===== config.mk =====
export PLATFORM = sky130hd
export DESIGN_NAME = iccm_dump_tx
export DESIGN_NICKNAME = d
export VERILOG_FILES = /design/src/rtl/prog_pkg.sv /design/src/rtl/uart_tx_prog.sv /design/src/rtl/iccm_dump_tx.sv
export SDC_FILE = /design/constraint.sdc
export NUM_CORES = 1
export LEC_CHECK = 0
export ABC_CLOCK_PERIOD_IN_PS = 7300
export BUFFER_PORTS_ARGS = -buffer_cell sky130_fd_sc_hd__buf_2
export CAP_MARGIN = 20
export CORE_AREA = 3 3 107 109
export CTS_BUF_LIST = sky130_fd_sc_hd__clkbuf_8
export CTS_CLUSTER_DIAMETER = 50
export DETAILED_ROUTE_END_ITERATION = 10
export DIE_AREA = 0 0 110 112
export PLACE_DENSITY = 0.86
export REMOVE_ABC_BUFFERS = 1
export SLEW_MARGIN = 15
export SYNTH_ARGS = -nofsm -noshare
export SYNTH_HDL_FRONTEND = slang
export SYNTH_HIERARCHICAL = 1
export SYNTH_SLANG_ARGS = --single-unit

===== constraint.sdc =====
create_clock -name clk_i -period 7.3 [get_ports clk_i]
set_input_delay 1.46 -clock clk_i [delete_from_list [all_inputs] [get_ports clk_i]]
set_output_delay 1.46 -clock clk_i [all_outputs]
set_load 0.005 [all_outputs]

===== src/rtl/prog_pkg.sv =====
// Shared definitions for the programmer path: dump FSM states, UART frame
// constants and the end-of-image marker word.
package prog_pkg;

  typedef enum logic [2:0] {
    ST_IDLE,
    ST_RD,
    ST_CAP,
    ST_SEND,
    ST_TERM,
    ST_FIN
  } dump_state_e;

  typedef enum logic [1:0] {
    TX_IDLE,
    TX_START,
    TX_DATA,
    TX_STOP
  } uart_tx_state_e;

  // End-of-image marker, shared with the ICCM controller.
  localparam logic [31:0] PROG_END_WORD = 32'h0000_0FFF;

  localparam int unsigned UART_DATA_BITS = 8;
  localparam int unsigned UART_STOP_BITS = 1;

endpackage


===== src/rtl/uart_tx_prog.sv =====
// UART 8N1 transmitter, transmit counterpart of the programmer receiver.
// tx_done_o fires in the last stop-bit cycle so a byte presented with
// tx_dv_i in that same cycle starts with no idle gap.
module uart_tx_prog
  import prog_pkg::*;
(
  input  logic        clk_i,
  input  logic        rst_ni,
  input  logic [15:0] clks_per_bit_i,
  input  logic        tx_dv_i,
  input  logic [7:0]  tx_byte_i,
  output logic        tx_o,
  output logic        tx_active_o,
  output logic        tx_done_o
);

  uart_tx_state_e state;
  logic [15:0]    bit_cnt;
  logic [2:0]     bit_idx;
  logic [7:0]     data;
  logic           last_tick;

  assign last_tick   = (bit_cnt == '0);
  assign tx_done_o   = (state == TX_STOP) && last_tick;
  assign tx_active_o = (state != TX_IDLE);

  // Frame sequencer: each bit is held clks_per_bit_i cycles (counted down to 0).
  always_ff @(posedge clk_i or negedge rst_ni) begin
    if (!rst_ni) begin
      state   <= TX_IDLE;
      bit_cnt <= '0;
      bit_idx <= '0;
      data    <= '0;
      tx_o    <= 1'b1;
    end else begin
      case (state)
        TX_IDLE: begin
          tx_o <= 1'b1;
          if (tx_dv_i) begin
            data    <= tx_byte_i;
            tx_o    <= 1'b0;
            bit_cnt <= clks_per_bit_i - 16'd1;
            state   <= TX_START;
          end
        end
        TX_START: begin
          if (last_tick) begin
            tx_o    <= data[0];
            bit_idx <= '0;
            bit_cnt <= clks_per_bit_i - 16'd1;
            state   <= TX_DATA;
          end else begin
            bit_cnt <= bit_cnt - 16'd1;
          end
        end
        TX_DATA: begin
          if (last_tick) begin
            bit_cnt <= clks_per_bit_i - 16'd1;
            if (bit_idx == 3'(UART_DATA_BITS - 1)) begin
              tx_o  <= 1'b1;
              state <= TX_STOP;
            end else begin
              bit_idx <= bit_idx + 3'd1;
              tx_o    <= data[bit_idx + 3'd1];
            end
          end else begin
            bit_cnt <= bit_cnt - 16'd1;
          end
        end
        TX_STOP: begin
          if (last_tick) begin
            if (tx_dv_i) begin
              data    <= tx_byte_i;
              tx_o    <= 1'b0;
              bit_cnt <= clks_per_bit_i - 16'd1;
              state   <= TX_START;
            end else begin
              tx_o  <= 1'b1;
              state <= TX_IDLE;
            end
          end else begin
            bit_cnt <= bit_cnt - 16'd1;
          end
        end
        default: begin
          tx_o  <= 1'b1;
          state <= TX_IDLE;
        end
      endcase
    end
  end

endmodule


===== src/rtl/iccm_dump_tx.sv =====
// ICCM readback transmitter: reads words 0..count-1 from the SRAM read port
// and sends them LSB-first over UART 8N1, followed by the end-marker word.
module iccm_dump_tx
  import prog_pkg::*;
#(
  parameter int unsigned AW = 12,
  parameter int unsigned DW = 32
) (
  input  logic          clk_i,
  input  logic          rst_ni,
  input  logic          start_i,
  input  logic [AW-1:0] word_count_i,
  input  logic [15:0]   clks_per_bit_i,
  output logic          rd_csb_o,
  output logic [AW-1:0] rd_addr_o,
  input  logic [DW-1:0] rd_data_i,
  output logic          tx_o,
  output logic          tx_en_o,
  output logic          busy_o,
  output logic          done_o
);

  dump_state_e   state;
  logic [AW-1:0] addr;
  logic [AW-1:0] addr_inc;
  logic [AW-1:0] count_q;
  logic [15:0]   cpb_q;
  logic [DW-1:0] shift_word;
  logic [1:0]    idx;
  logic [1:0]    idx_n;
  logic          term_primed;
  logic          term_mode;
  logic          ser_dv;
  logic [7:0]    ser_byte;
  logic          ser_active;
  logic          ser_done;

  assign rd_addr_o = addr;
  assign addr_inc  = addr + AW'(1);
  assign idx_n     = idx + 2'd1;

  // Next byte for the serializer: issued in the same cycle as the previous
  // byte's last stop bit, so byte selection looks one index ahead in SEND.
  always_comb begin
    ser_dv   = 1'b0;
    ser_byte = shift_word[{idx_n, 3'b000} +: 8];
    case (state)
      ST_CAP: begin
        ser_dv   = 1'b1;
        ser_byte = rd_data_i[7:0];
      end
      ST_TERM: begin
        ser_dv   = term_primed;
        ser_byte = shift_word[7:0];
      end
      ST_SEND: ser_dv = ser_done && (idx != 2'd3);
      default: ser_dv = 1'b0;
    endcase
  end

  // Dump sequencer; TERM spends one cycle loading the marker so the gap
  // before the terminator matches the RD+CAP gap between data words.
  always_ff @(posedge clk_i or negedge rst_ni) begin
    if (!rst_ni) begin
      state       <= ST_IDLE;
      addr        <= '0;
      count_q     <= '0;
      cpb_q       <= '0;
      shift_word  <= '0;
      idx         <= '0;
      term_primed <= 1'b0;
      term_mode   <= 1'b0;
      rd_csb_o    <= 1'b1;
      tx_en_o     <= 1'b0;
      busy_o      <= 1'b0;
      done_o      <= 1'b0;
    end else begin
      done_o <= 1'b0;
      case (state)
        ST_IDLE: begin
          if (start_i && !ser_active) begin
            count_q   <= word_count_i;
            cpb_q     <= (clks_per_bit_i == '0) ? 16'd1 : clks_per_bit_i;
            addr      <= '0;
            term_mode <= 1'b0;
            busy_o    <= 1'b1;
            if (word_count_i != '0) begin
              rd_csb_o <= 1'b0;
              state    <= ST_RD;
            end else begin
              term_primed <= 1'b0;
              state       <= ST_TERM;
            end
          end
        end
        ST_RD: begin
          rd_csb_o <= 1'b1;
          state    <= ST_CAP;
        end
        ST_CAP: begin
          shift_word <= rd_data_i;
          idx        <= '0;
          tx_en_o    <= 1'b1;
          state      <= ST_SEND;
        end
        ST_SEND: begin
          if (ser_done) begin
            if (idx == 2'd3) begin
              if (term_mode) begin
                done_o  <= 1'b1;
                busy_o  <= 1'b0;
                tx_en_o <= 1'b0;
                state   <= ST_FIN;
              end else begin
                addr <= addr_inc;
                if (addr_inc == count_q) begin
                  term_primed <= 1'b0;
                  state       <= ST_TERM;
                end else begin
                  rd_csb_o <= 1'b0;
                  state    <= ST_RD;
                end
              end
            end else begin
              idx <= idx_n;
            end
          end
        end
        ST_TERM: begin
          if (!term_primed) begin
            shift_word  <= PROG_END_WORD;
            term_primed <= 1'b1;
          end else begin
            idx       <= '0;
            term_mode <= 1'b1;
            tx_en_o   <= 1'b1;
            state     <= ST_SEND;
          end
        end
        ST_FIN: state <= ST_IDLE;
        default: state <= ST_IDLE;
      endcase
    end
  end

  uart_tx_prog u_uart_tx (
    .clk_i          (clk_i),
    .rst_ni         (rst_ni),
    .clks_per_bit_i (cpb_q),
    .tx_dv_i        (ser_dv),
    .tx_byte_i      (ser_byte),
    .tx_o           (tx_o),
    .tx_active_o    (ser_active),
    .tx_done_o      (ser_done)
  );

endmodule


# [Yosys cells after proc, flatten, opt, wreduce, memory -nomap -nowiden]
# Cells that the tools add are included.
[op_classes] n_lt_le_gt_ge=1 n_mux=75 add_sub_neg=5 n_eq_ne=29 n_reduce_logical=33 shift=1
[ops] operator="$mux W16" n=4
[ops] operator="$pmux W32 S2" n=1
[ops] operator="$mux W12" n=4
[ops] operator="$pmux W16 S3" n=1
[ops] operator="$logic_not A16 Y1" n=2
[ops] operator="$mux W32" n=1
[ops] operator="$pmux W8 S2" n=2
[ops] operator="$shiftx A32 B6 Y8" n=1
[ops] operator="$sub A16 B1 Y16 const B" n=2
[ops] operator="$mux W3" n=10
[ops] operator="$ne A2 B2 Y1 const B" n=15
[ops] operator="$mux W1" n=29
[ops] operator="$pmux W12 S2" n=1
[ops] operator="$reduce_and A5 Y1" n=4
[ops] operator="$mux W2" n=8
[ops] operator="$mux W8" n=2
[ops] operator="$pmux W3 S5" n=1
[ops] operator="$reduce_and A7 Y1" n=2
[ops] operator="$add A12 B1 Y12 const B" n=1
[ops] operator="$eq A12 B12 Y1" n=1
[ops] operator="$pmux W1 S3" n=4
[ops] operator="$reduce_and A4 Y1" n=3
[ops] operator="$reduce_bool A12 Y1" n=1
[ops] operator="$reduce_bool A2 Y1" n=6
[ops] operator="other kinds (23)" n=38
[totals] wordCells=161 register_bits=113 output_inout_bits=17

# [Longest topological paths before layout]
# Gate-level depths: netlist of the first run.
[logic_depth] ltp_word=7 depth_mapped=15 depth_no_buf=15

# [Hierarchy]
# Netlist of the first run, hierarchy kept.
[modules_own_cells] module="iccm_dump_tx" n_inst=1 area_per_inst_um2=4365.4 cells_per_inst=413 seq_area_each_um2=2078.2
[modules_own_cells] module="uart_tx_prog" n_inst=1 area_per_inst_um2=2424.8 cells_per_inst=271 seq_area_each_um2=752.0

# [Worst setup path after synthesis of the first run]
# OpenSTA, ideal clock, no wires.
[synth_path] kind="input-to-reg" startpoint="input start_i" endpoint="register u_uart_tx.bit_cnt[4]" t_arrival_ns=3.226 n_path_buf=2 setup_time_ns=0.146 slack_ns=3.928 required_ns=7.154 cell_stages=11 cell_sequence="nand2b_1 a2bb2oi_1 o221ai_1 nor2_1 a21oi_1 inv_1 clkbuf_1 clkbuf_1 nand2_1 o211ai_1 o311ai_0"
[synth_rtl] item="from (decl)" line_no="iccm_dump_tx.sv:11" rtl="input logic start_i,"
[synth_rtl] item="to (signal assigned)" line_no="uart_tx_prog.sv:42" rtl="bit_cnt <= clks_per_bit_i - 16'd1;"
[synth_rtl] item="to (signal assigned)" line_no="uart_tx_prog.sv:50" rtl="bit_cnt <= clks_per_bit_i - 16'd1;"
[synth_rtl] item="to (signal assigned)" line_no="uart_tx_prog.sv:53" rtl="bit_cnt <= bit_cnt - 16'd1;"
[synth_rtl] item="to (decl)" line_no="uart_tx_prog.sv:18" rtl="logic [15:0] bit_cnt;"

# [Worst setup path in the final report of the first run]
[layout_path] startpoint="register u_uart_tx.bit_cnt[11]" endpoint="register u_uart_tx.state[1]"
[layout_between] elab_chain_cells=6 word_cells_on_any_way=9
[layout_rtl] item="$logic_not A16 Y1" line_no="uart_tx_prog.sv:23" rtl="assign last_tick = (bit_cnt == '0);"
[layout_rtl] item="$logic_and A1 B1 Y1" line_no="uart_tx_prog.sv:24" rtl="assign tx_done_o = (state == TX_STOP) && last_tick;"
[layout_rtl] item="named net ser_done" line_no="iccm_dump_tx.sv:36" rtl="logic ser_done;"
[layout_rtl] item="$logic_and A1 B1 Y1" line_no="iccm_dump_tx.sv:56" rtl="ST_SEND: ser_dv = ser_done && (idx != 2'd3);"
[layout_rtl] item="$pmux W1 S3" line_no="iccm_dump_tx.sv:47" rtl="case (state)"
[layout_rtl] item="named net ser_dv" line_no="iccm_dump_tx.sv:33" rtl="logic ser_dv;"
[layout_rtl] item="$ne A2 B2 Y1 (no line)"
[layout_rtl] item="$reduce_and A5 Y1 (no line)"
[layout_rtl] item="to (signal assigned)" line_no="uart_tx_prog.sv:76" rtl="state <= TX_START;"
[layout_rtl] item="to (signal assigned)" line_no="uart_tx_prog.sv:79" rtl="state <= TX_IDLE;"
[layout_rtl] item="to (signal assigned)" line_no="uart_tx_prog.sv:87" rtl="state <= TX_IDLE;"
[layout_rtl] item="to (decl)" line_no="uart_tx_prog.sv:17" rtl="uart_tx_state_e state;"
# The timed path passes the listed nets, and every way through them passes these cells.
# A chain may end at the register's enable or synchronous reset.

==> run summary, run 1 <==
status: finished clean
synth unique cells: 74
relative slew slack: 32.5%
critical path data arrival time: 5260 ps
share of layout cells above drive strength 1: 24.4%
Yosys reg bits: 113
DRC viols: 0
dominant cell by count in the synthesized netlist: dfrtp_1
core area: 0.0107 mm^2
vias in the first global route: 5986
critical setup path kind: register to register
Clock transition at path regs: 70 ps
top cell type's share of synthesized area: 40.9%
Inserted Clock Buffers: 17
largest net degree at the start of global routing: 82
Die Height: 112 um
Yosys warnings: 6
P per Cell Area: 180 mW/mm^2
final WL: 17.8 mm
Diodes inserted: 0
design area: 0.00764 mm^2
cts repair resizes: 0
Vias: 6016
HP Class: register to register
endpoints failing setup: 0
Bufs on Longest Clock Path: 2
top cells by area, synth: dfrtp_1 (41%), mux2_2 (6.5%), o21ai_0 (3.8%)
slowest stage delay, CP: 640 ps
Post-synth top cells: dfrtp_1 (111), o21ai_0 (51), nand2_1 (46)
CP startpoint kind: register
Initial Util: 63.5%
Post-Route M1 WL: 7.33 mm
Die ar.: 0.0123 mm^2
Post-synth EDFFs: 0
CP Capture Type: register
min Tclk post-route: 4940 ps
Overflow after GRT: 0
Final Hold Fails: 0
initial antenna violation count: 0
hold_buf cts: 0
total placed instance area: 0.00721 mm^2
Layout Utilization: 71.5%
worst skew pair latency: 440 ps
RSZ-0062 raised after global routing: false
Slew @ Worst Pin: 1010 ps
# port buffers: 79
fin. max-slew vios: 0
antenna viol nets, final: 0
WL met3: 1.10 mm
wire length on met2: 8.66 mm
critical path peak fanout: 23
CP required: 7620 ps
H-tree levels: 4
# fillers: 779
post-DR wirelength/cell: 19.9 um
drt first-iter violations: 587
CTS tree: done
GR Util All Layers: 30.4%
DRT Pass-1 Iters: 5
area grow syn2layout: 12.6%
final net count: 818
most common flop cell mapped by yosys: dfrtp_1
DPL Wire Length: 12.2 mm
crit share post-route: 67.7%
CP max-delay cell: nor4_1
first-pass GRT wire length: 29.7 mm
IO Pins: 80
skew final: 13.4 ps
cell taking the most area after synthesis: dfrtp_1
vias per cell: 6.73
Syn Area/Cell: 9.93 um^2
GP Congestion: 0.978
Max Fclk: 202 MHz
Std-Cell Rows: 38
asr flop ratio synth: 100%
Root Buffer: clkbuf_8
chip width: 110 um
Leak: 3.36 nW
Post-Syn Instances: 684
clk sinks: 113
Max VDD drop: 0.000143 V
register area share after synthesis: 41.7%
DR top layer: met4
cell area after synthesis: 0.00679 mm^2
setup TNS: 0 ps
CP cell instances: nor4_1 > and3_1 > and3_1 > a2bb2oi_1 > o221ai_1 > nor2_1 > a21oi_1 > inv_1 > inv_1 > a21oi_1 > mux2_2
# Post-CTS Setup Buffers: 0
max-cap viol count: 0
## layout by cell type (no fill, tap or decap), drive strengths merged, types with 10 or more instances in the layout
master / instances
inv: 17
xor2: 13
o21ai: 51
ha: 13
dfrtp: 111
mux2: 39
a21oi: 23
buf: 83
nand3: 16
o22a: 12
xnor2: 24
nor3: 17
o31ai: 11
mux4: 10
nor2: 45
nand2: 48
a22o: 28
clkbuf: 20
or3: 12
o22ai: 16
nor4: 11
## path summary, 6_finish.rpt
path / start / depth (start not counted) / slack (ps) / endpoint
worst max-delay path: u_uart_tx/bit_cnt[11]$_DFF_PN0_ / 11 / 2360 / u_uart_tx/state[1]$_DFFE_PN0P_
worst max register to register: u_uart_tx/bit_cnt[11]$_DFF_PN0_ / 11 / 2360 / u_uart_tx/state[1]$_DFFE_PN0P_
worst min-delay path: shift_word[9]$_DFFE_PN0P_ / 1 / 500 / shift_word[9]$_DFFE_PN0P_
max in group asynchronous: rst_ni / 2 / 4960 / u_uart_tx/data[5]$_DFFE_PN0P_
worst min register to register: shift_word[9]$_DFFE_PN0P_ / 1 / 500 / shift_word[9]$_DFFE_PN0P_
min in group asynchronous: rst_ni / 1 / 960 / u_uart_tx/bit_cnt[4]$_DFF_PN0_
## worst max-delay path, delay by kind of cell, from the launching register on
family | cells | cell delay (ps)
AO/OA/AOI/OAI | 4 | 1230
flip-flops | 1 | 450
AND/OR/NAND/NOR | 4 | 1750
multiplexers | 1 | 370
buffers and inverters | 2 | 1020
## routing by layer
metal / track usage (%) / up-vias
met5: 0 / -
met4: 12.5 / 0
met3: 5.91 / 62
met2: 47.3 / 312
met1: 41.8 / 2941
li1: - / 2701
## where the power goes
| group | switching [mW] | internal, mW |
|---|---|---|
| registers | 0.00969 | 0.634 |
| logic | 0.0421 | 0.0331 |
| clock network | 0.261 | 0.394 |
| total | 0.313 | 1.06 |
## through the flow
step | hold slack, ps | worst slack (ps) | std cells | power (mW)
after detailed placement | 480 | 2840 | 863 | 0.730
after global placement | 466 | 2950 | 863 | 0.726
after global routing | 523 | 2120 | 894 | 1.42
after CTS | 497 | 2630 | 894 | 1.38
after floorplan | 455 | 3710 | 640 | 0.686
final | 496 | 2360 | 894 | 1.37
## state kept, by name, indices dropped and copies added (netlist names)
register           flops
term_primed            1
idx                    2
u_uart_tx/bit_cnt     16
u_uart_tx/bit_idx      3
done_o                 1
busy_o                 1
count_q               12
shift_word            32
rd_addr_o             12
term_mode              1
u_uart_tx/tx_o         1
rd_csb_o               1
u_uart_tx/state        2
cpb_q                 16
state                  3
tx_en_o                1
u_uart_tx/data         8
## cell families (layout without fill, tap and decap cells)
group / after synthesis / in the layout / share of synthesized area (%)
flip-flops: 113 / 113 / 41.7
AO/OA/AOI/OAI: 202 / 202 / 21.1
multiplexers: 51 / 51 / 10.1
adder cells (fa/ha/maj): 13 / 13 / 2.40
AND/OR/NAND/NOR: 207 / 207 / 16.3
XOR/XNOR: 37 / 37 / 4.77
buffers and inverters: 61 / 131 / 3.69
## final cells by class
| type | instances | area, um^2 | share of cell area [%] |
|---|---|---|---|
| clock buffers | 20 | 275 | 3.60 |
| clock inverters | 11 | 161 | 2.11 |
| inverters | 17 | 63.8 | 0.835 |
| multi-input cells | 510 | 3710 | 48.5 |
| flip-flops and latches | 113 | 2830 | 37.0 |
| well taps | 140 | 175 | 2.29 |
| repair buffers | 83 | 428 | 5.60 |
Note: power is estimated with default switching activity, not from simulation.
==> run 2: changes to the inputs <==
--- a/config.mk
+++ b/config.mk
@@ -5,15 +5,15 @@
 export SDC_FILE = /design/constraint.sdc
 export NUM_CORES = 1
 export LEC_CHECK = 0
-export ABC_CLOCK_PERIOD_IN_PS = 7300
+export ABC_CLOCK_PERIOD_IN_PS = 4700
 export BUFFER_PORTS_ARGS = -buffer_cell sky130_fd_sc_hd__buf_2
 export CAP_MARGIN = 20
-export CORE_AREA = 3 3 107 109
+export CORE_AREA = 3 3 110 112
 export CTS_BUF_LIST = sky130_fd_sc_hd__clkbuf_8
 export CTS_CLUSTER_DIAMETER = 50
 export DETAILED_ROUTE_END_ITERATION = 10
-export DIE_AREA = 0 0 110 112
-export PLACE_DENSITY = 0.86
+export DIE_AREA = 0 0 113 115
+export PLACE_DENSITY = 0.82
 export REMOVE_ABC_BUFFERS = 1
 export SLEW_MARGIN = 15
 export SYNTH_ARGS = -nofsm -noshare
==> constraint.sdc (replaced) <==
create_clock -name clk_i -period 4.7 [get_ports clk_i]
set_input_delay 0.94 -clock clk_i [delete_from_list [all_inputs] [get_ports clk_i]]
set_output_delay 0.94 -clock clk_i [all_outputs]
set_load 0.005 [all_outputs]
==> run summary, run 2 (synthesis results as in run 1) <==
status: finished clean (unchanged)
min Tclk post-route: 3980 ps (was 4940 ps)
vias per cell: 6.57 (was 6.73)
CP required: 5030 ps (was 7620 ps)
H-tree levels: 4 (unchanged)
Die ar.: 0.0130 mm^2 (was 0.0123 mm^2)
flip-flop count of the largest register after layout: 32 (unchanged)
IO Pins: 80 (unchanged)
Reg-to-Reg End: u_uart_tx/state[0]$_DFFE_PN0P_ (was u_uart_tx/state[1]$_DFFE_PN0P_)
critical setup path kind: register to register (unchanged)
final WL: 17.3 mm (was 17.8 mm)
DPL Wire Length: 12.1 mm (was 12.2 mm)
Reg area: 0.00283 mm^2 (unchanged)
first-pass GRT wire length: 28.6 mm (was 29.7 mm)
Vias: 5915 (was 6016)
HP Class: register to register (unchanged)
Tot Pwr: 2.06 mW (was 1.37 mW)
endpoints failing setup: 0 (unchanged)
RSZ-0062 raised after global routing: false (unchanged)
relative slew slack: 35.2% (was 32.5%)
Std-Cell Rows: 39 (was 38)
Leak: 3.36 nW (about the same)
GP Congestion: 1.01 (was 0.978)
share of layout cells above drive strength 1: 24.7% (was 24.4%)
vias in the first global route: 5792 (was 5986)
CP startpoint kind: register (unchanged)
drt first-iter violations: 574 (was 587)
skew final: 13.5 ps (was 13.4 ps)
setup TNS: 0 ps (unchanged)
antenna viol nets, final: 0 (unchanged)
Inserted Clock Buffers: 17 (unchanged)
cts repair resizes: 0 (unchanged)
hold endpoint: shift_word[9]$_DFFE_PN0P_ (unchanged)
DRT Pass-1 Iters: 5 (unchanged)
most common cell after layout, fill and taps aside: dfrtp_1 (unchanged)
Hold Crit Depth: 1 (unchanged)
Max VDD drop: 0.000263 V (was 0.000143 V)
initial antenna violation count: 0 (unchanged)
Bufs on Longest Clock Path: 2 (unchanged)
critical path peak fanout: 20 (was 23)
area grow syn2layout: 12.4% (was 12.6%)
worst r2r path cells: 12 (was 11)
Max Fclk: 251 MHz (was 202 MHz)
Root Buffer: clkbuf_8 (unchanged)
DRC viols: 0 (unchanged)
# Post-CTS Setup Buffers: 0 (unchanged)
Slew @ Worst Pin: 968 ps (was 1010 ps)
Hold Startpoint: shift_word[9]$_DFFE_PN0P_ (unchanged)
most frequent cells in the layout: dfrtp_1 (111), buf_2 (78), o21ai_0 (50), nand2_1 (46), nor2_1 (45) (unchanged)
core area: 0.0113 mm^2 (was 0.0107 mm^2)
worst skew pair latency: 440 ps (about the same)
final net count: 820 (was 818)
biggest regs: shift_word: 32 flops, cpb_q: 16 flops, u_uart_tx/bit_cnt: 16 flops (unchanged)
Initial Util: 60.0% (was 63.5%)
Reg2Reg Setup Slack: 720 ps (was 2360 ps)
max-cap viol count: 0 (unchanged)
CP Capture Type: register (unchanged)
Final Hold Fails: 0 (unchanged)
hold_buf cts: 0 (unchanged)
FF-to-FF Start: u_uart_tx/bit_cnt[7]$_DFF_PN0_ (was u_uart_tx/bit_cnt[11]$_DFF_PN0_)
clk sinks: 113 (unchanged)
Die Height: 115 um (was 112 um)
GR Util All Layers: 27.6% (was 30.4%)
critical path data arrival time: 4310 ps (was 5260 ps)
Clock transition at path regs: 70 ps (about the same)
P per Cell Area: 269 mW/mm^2 (was 180 mW/mm^2)
chip width: 113 um (was 110 um)
# fillers: 875 (was 779)
area of the multi-input gates: 0.00371 mm^2 (unchanged)
largest net degree at the start of global routing: 59 (was 82)
Diodes inserted: 0 (unchanged)
CTS tree: done (unchanged)
post-DR wirelength/cell: 19.2 um (was 19.9 um)
crit share post-route: 84.8% (was 67.7%)
Overflow after GRT: 0 (unchanged)
fin. max-slew vios: 0 (unchanged)
# port buffers: 79 (unchanged)
Top reg by flops: shift_word (unchanged)
run 2: how the worst max path moves through the flow:
stage,cells after the start,endpoint,start,slack [ps]
finish,12,u_uart_tx/state[0]$_DFFE_PN0P_,u_uart_tx/bit_cnt[7]$_DFF_PN0_,720
global route,12,u_uart_tx/state[0]$_DFFE_PN0P_,u_uart_tx/bit_cnt[11]$_DFF_PN0_,310
CTS,12,u_uart_tx/state[0]$_DFFE_PN0P_,u_uart_tx/bit_cnt[7]$_DFF_PN0_,800
detailed placement,12,u_uart_tx/state[0]$_DFFE_PN0P_,u_uart_tx/bit_cnt[7]$_DFF_PN0_,850
global placement,12,u_uart_tx/state[0]$_DFFE_PN0P_,u_uart_tx/bit_cnt[7]$_DFF_PN0_,1020
floorplan,11,u_uart_tx/state[1]$_DFFE_PN0P_,u_uart_tx/bit_cnt[7]$_DFF_PN0_,1110
run 2: area by class of cell:
| cell class | count | area share [%] |
|---|---|---|
| multi-input combinational | 510 | 48.6 |
| sequential | 113 | 37.1 |
| timing repair buffer | 85 | 5.80 |
| clock buffer | 20 | 3.61 |
| tap | 143 | 2.34 |
| clock inverter | 12 | 1.72 |
| inverter | 17 | 0.836 |
run 2: critical path, stage by stage, from the launching register on:
cell and delay (ps):
dfrtp_1 430, nor4_2 570, and2_1 470, and3_1 310, a2bb2oi_1 370, o221ai_1 320
nor2_1 280, a21oi_1 120, inv_1 160, buf_4 270, mux2i_1 210, a21oi_1 80
o32a_1 280
run 2: power breakdown:
| part | switching [mW] | internal, mW |
|---|---|---|
| combinational | 0.0647 | 0.0519 |
| clock | 0.427 | 0.515 |
| sequential | 0.0143 | 0.984 |
| total | 0.506 | 1.55 |
run 2: layer usage:
metal	wire length, um	share of wire, %	vias to the layer above	GRT usage, %
met5	0	0	-	0
met4	440	2.5	0	11.3
met3	1010	5.8	40	5.53
met2	8560	50	264	46.5
met1	7240	42	2896	35.2
li1	-	-	2715	-
run 2: stage by stage:
step	worst slack [ps]	hold slack (ps)	instance area [um^2]	utilization (%)	std cells
after global routing	307	522	7630	67.4	900
after floorplan	1110	455	6600	-	640
after global placement	1020	465	7230	63.8	868
final	715	490	7630	67.4	900
after detailed placement	851	476	7230	63.8	868
after CTS	800	492	7630	67.4	900
==> run 3: changes to the inputs <==
--- a/config.mk
+++ b/config.mk
@@ -5,7 +5,7 @@
 export SDC_FILE = /design/constraint.sdc
 export NUM_CORES = 1
 export LEC_CHECK = 0
-export ABC_CLOCK_PERIOD_IN_PS = 4700
+export ABC_CLOCK_PERIOD_IN_PS = 3900
 export BUFFER_PORTS_ARGS = -buffer_cell sky130_fd_sc_hd__buf_2
 export CAP_MARGIN = 20
 export CORE_AREA = 3 3 110 112
==> constraint.sdc (replaced) <==
create_clock -name clk_i -period 3.9 [get_ports clk_i]
set_input_delay 0.78 -clock clk_i [delete_from_list [all_inputs] [get_ports clk_i]]
set_output_delay 0.78 -clock clk_i [all_outputs]
set_load 0.005 [all_outputs]
==> run summary, run 3 (synthesis results as in run 1) <==
CTS tree: done (unchanged)
vias in the first global route: 5826 (was 5792)
status: finished clean (unchanged)
area grow syn2layout: 14.3% (was 12.4%)
Root Buffer: clkbuf_8 (unchanged)
GP Congestion: 0.990 (was 1.01)
H-tree levels: 4 (unchanged)
# fillers: 857 (was 875)
critical path data arrival time: 3780 ps (was 4310 ps)
# port buffers: 79 (unchanged)
endpoints failing setup: 0 (unchanged)
share of layout cells above drive strength 1: 25.7% (was 24.7%)
final WL: 17.4 mm (was 17.3 mm)
Leak: 3.45 nW (was 3.36 nW)
# Post-CTS Setup Buffers: 0 (unchanged)
vias per cell: 6.48 (was 6.57)
Bufs on Longest Clock Path: 2 (unchanged)
drt first-iter violations: 597 (was 574)
flip-flop count of the largest register after layout: 32 (unchanged)
biggest regs: shift_word: 32 flops, cpb_q: 16 flops, u_uart_tx/bit_cnt: 16 flops (unchanged)
Vias: 5894 (was 5915)
most frequent cells in the layout: dfrtp_1 (111), buf_2 (78), o21ai_0 (50), nand2_1 (46), nor2_1 (45) (unchanged)
worst skew pair latency: 450 ps (was 440 ps)
Overflow after GRT: 0 (unchanged)
initial antenna violation count: 0 (unchanged)
IO Pins: 80 (unchanged)
post-DR wirelength/cell: 19.1 um (was 19.2 um)
first-pass GRT wire length: 28.9 mm (was 28.6 mm)
Worst setup startpoint: u_uart_tx/bit_cnt[7]$_DFF_PN0_ (unchanged)
chip width: 113 um (unchanged)
Die ar.: 0.0130 mm^2 (unchanged)
WHS: 418 ps (was 490 ps)
Reg-to-Reg End: u_uart_tx/state[1]$_DFFE_PN0P_ (was u_uart_tx/state[0]$_DFFE_PN0P_)
Std-Cell Rows: 39 (unchanged)
Diodes inserted: 0 (unchanged)
DRT Pass-1 Iters: 5 (unchanged)
DPL Wire Length: 12.1 mm (about the same)
clk sinks: 113 (unchanged)
antenna viol nets, final: 0 (unchanged)
DRC viols: 0 (unchanged)
skew final: 15.5 ps (was 13.5 ps)
Initial Util: 60.0% (unchanged)
critical path peak fanout: 12 (was 20)
FF-to-FF Start: u_uart_tx/bit_cnt[7]$_DFF_PN0_ (unchanged)
Die Height: 115 um (unchanged)
final net count: 829 (was 820)
worst r2r path cells: 12 (unchanged)
HP Class: input pin to async pin (was register to register)
GR Util All Layers: 27.8% (was 27.6%)
Reg area: 0.00283 mm^2 (unchanged)
Inserted Clock Buffers: 17 (unchanged)
RSZ-0062 raised after global routing: false (unchanged)
largest net degree at the start of global routing: 114 (was 59)
Max Fclk: 289 MHz (was 251 MHz)
CP Capture Type: register (unchanged)
max-cap viol count: 0 (unchanged)
Top reg by flops: shift_word (unchanged)
setup TNS: 0 ps (unchanged)
P per Cell Area: 337 mW/mm^2 (was 269 mW/mm^2)
crit share post-route: 88.7% (was 84.8%)
critical setup path kind: register to register (unchanged)
Slew @ Worst Pin: 1020 ps (was 968 ps)
CP required: 4220 ps (was 5030 ps)
Clock transition at path regs: 80 ps (was 70 ps)
min Tclk post-route: 3460 ps (was 3980 ps)
Final Hold Fails: 0 (unchanged)
area of the multi-input gates: 0.00371 mm^2 (about the same)
relative slew slack: 31.6% (was 35.2%)
core area: 0.0113 mm^2 (unchanged)
most common cell after layout, fill and taps aside: dfrtp_1 (unchanged)
critical path endpoint: u_uart_tx/state[1]$_DFFE_PN0P_ (was u_uart_tx/state[0]$_DFFE_PN0P_)
Layout Utilization: 68.6% (was 67.4%)
CP startpoint kind: register (unchanged)
Max VDD drop: 0.000250 V (was 0.000263 V)
fin. max-slew vios: 0 (unchanged)
Reg2Reg Setup Slack: 440 ps (was 720 ps)
run 3: changes by cell type in the layout (fill, tap and decap cells not counted):
| cell | change |
|---|---|
| clkbuf_8 | -1 |
| clkinvlp_4 | -3 |
| bufinv_16 | +3 |
| nor3_1 | -1 |
| nor3_2 | +1 |
| inv_2 | +1 |
| inv_6 | -3 |
| buf_4 | +8 |
| clkinv_2 | +3 |
| buf_12 | +1 |
run 3: worst min path at each step:
| stage | end | cells after the start | slack, ps |
|---|---|---|---|
| 6_report | count_q[1]$_DFFE_PN0P_ | 2 | 420 |
| 5_1_grt | cpb_q[4]$_DFFE_PN0P_ | 2 | 440 |
| 4_1_cts | cpb_q[15]$_DFFE_PN0P_ | 2 | 440 |
| 3_5_place_dp | shift_word[11]$_DFFE_PN0P_ | 1 | 480 |
| 3_3_place_gp | shift_word[11]$_DFFE_PN0P_ | 1 | 460 |
| 2_1_floorplan | shift_word[10]$_DFFE_PN0P_ | 1 | 460 |
run 3: timing repair:
action | CTS | global route
setup endpoints to repair | 0 | 1
hold buffers | 0 | 0
gates resized for setup | 0 | 2
run 3: layout make-up:
type                       instances  share of cell area (%)
clock buffer                      19                    3.37
inverter                          17                   0.822
tap                              143                    2.30
timing repair buffer              94                    6.74
sequential                       113                    36.5
clock inverter                    13                    2.47
multi-input combinational        510                    47.8
run 3: critical path, cell delays in order (launching register included):
cell,delay (ps)
dfrtp_1,430
nor4_2,320
buf_4,200
and2_1,140
and3_1,270
a2bb2oi_1,260
o221ai_1,250
nor2_1,260
a21oi_1,110
inv_2,220
inv_1,240
a21oi_1,280
mux2_2,360
run 3: power by group:
part | switching, mW | internal [mW] | total [mW] | leakage, nW
Clock | 0.486 | 0.785 | 1.27 | 0.242
Sequential | 0.0174 | 1.19 | 1.20 | 1.47
Combinational | 0.0782 | 0.0635 | 0.142 | 1.73
run 3: metal layers:
metal | vias to the layer above | track usage [%] | wire length, um | share of wire (%)
li1 | 2727 | - | - | -
met1 | 2878 | 36.9 | 7330 | 42
met2 | 260 | 45.1 | 8570 | 49
met3 | 29 | 6.42 | 1120 | 6.5
met4 | 0 | 9.62 | 351 | 2.0
met5 | - | 0 | 0 | 0
run 3: metrics by stage:
step | cell area (um^2) | setup WS (ps) | std cells | total power, mW
final | 7760 | 439 | 909 | 2.62
after global routing | 7760 | 133 | 909 | 2.71
after CTS | 7760 | 343 | 909 | 2.63
after detailed placement | 7310 | 382 | 877 | 1.37
after global placement | 7310 | 536 | 877 | 1.36
after floorplan | 6600 | 311 | 640 | 1.28
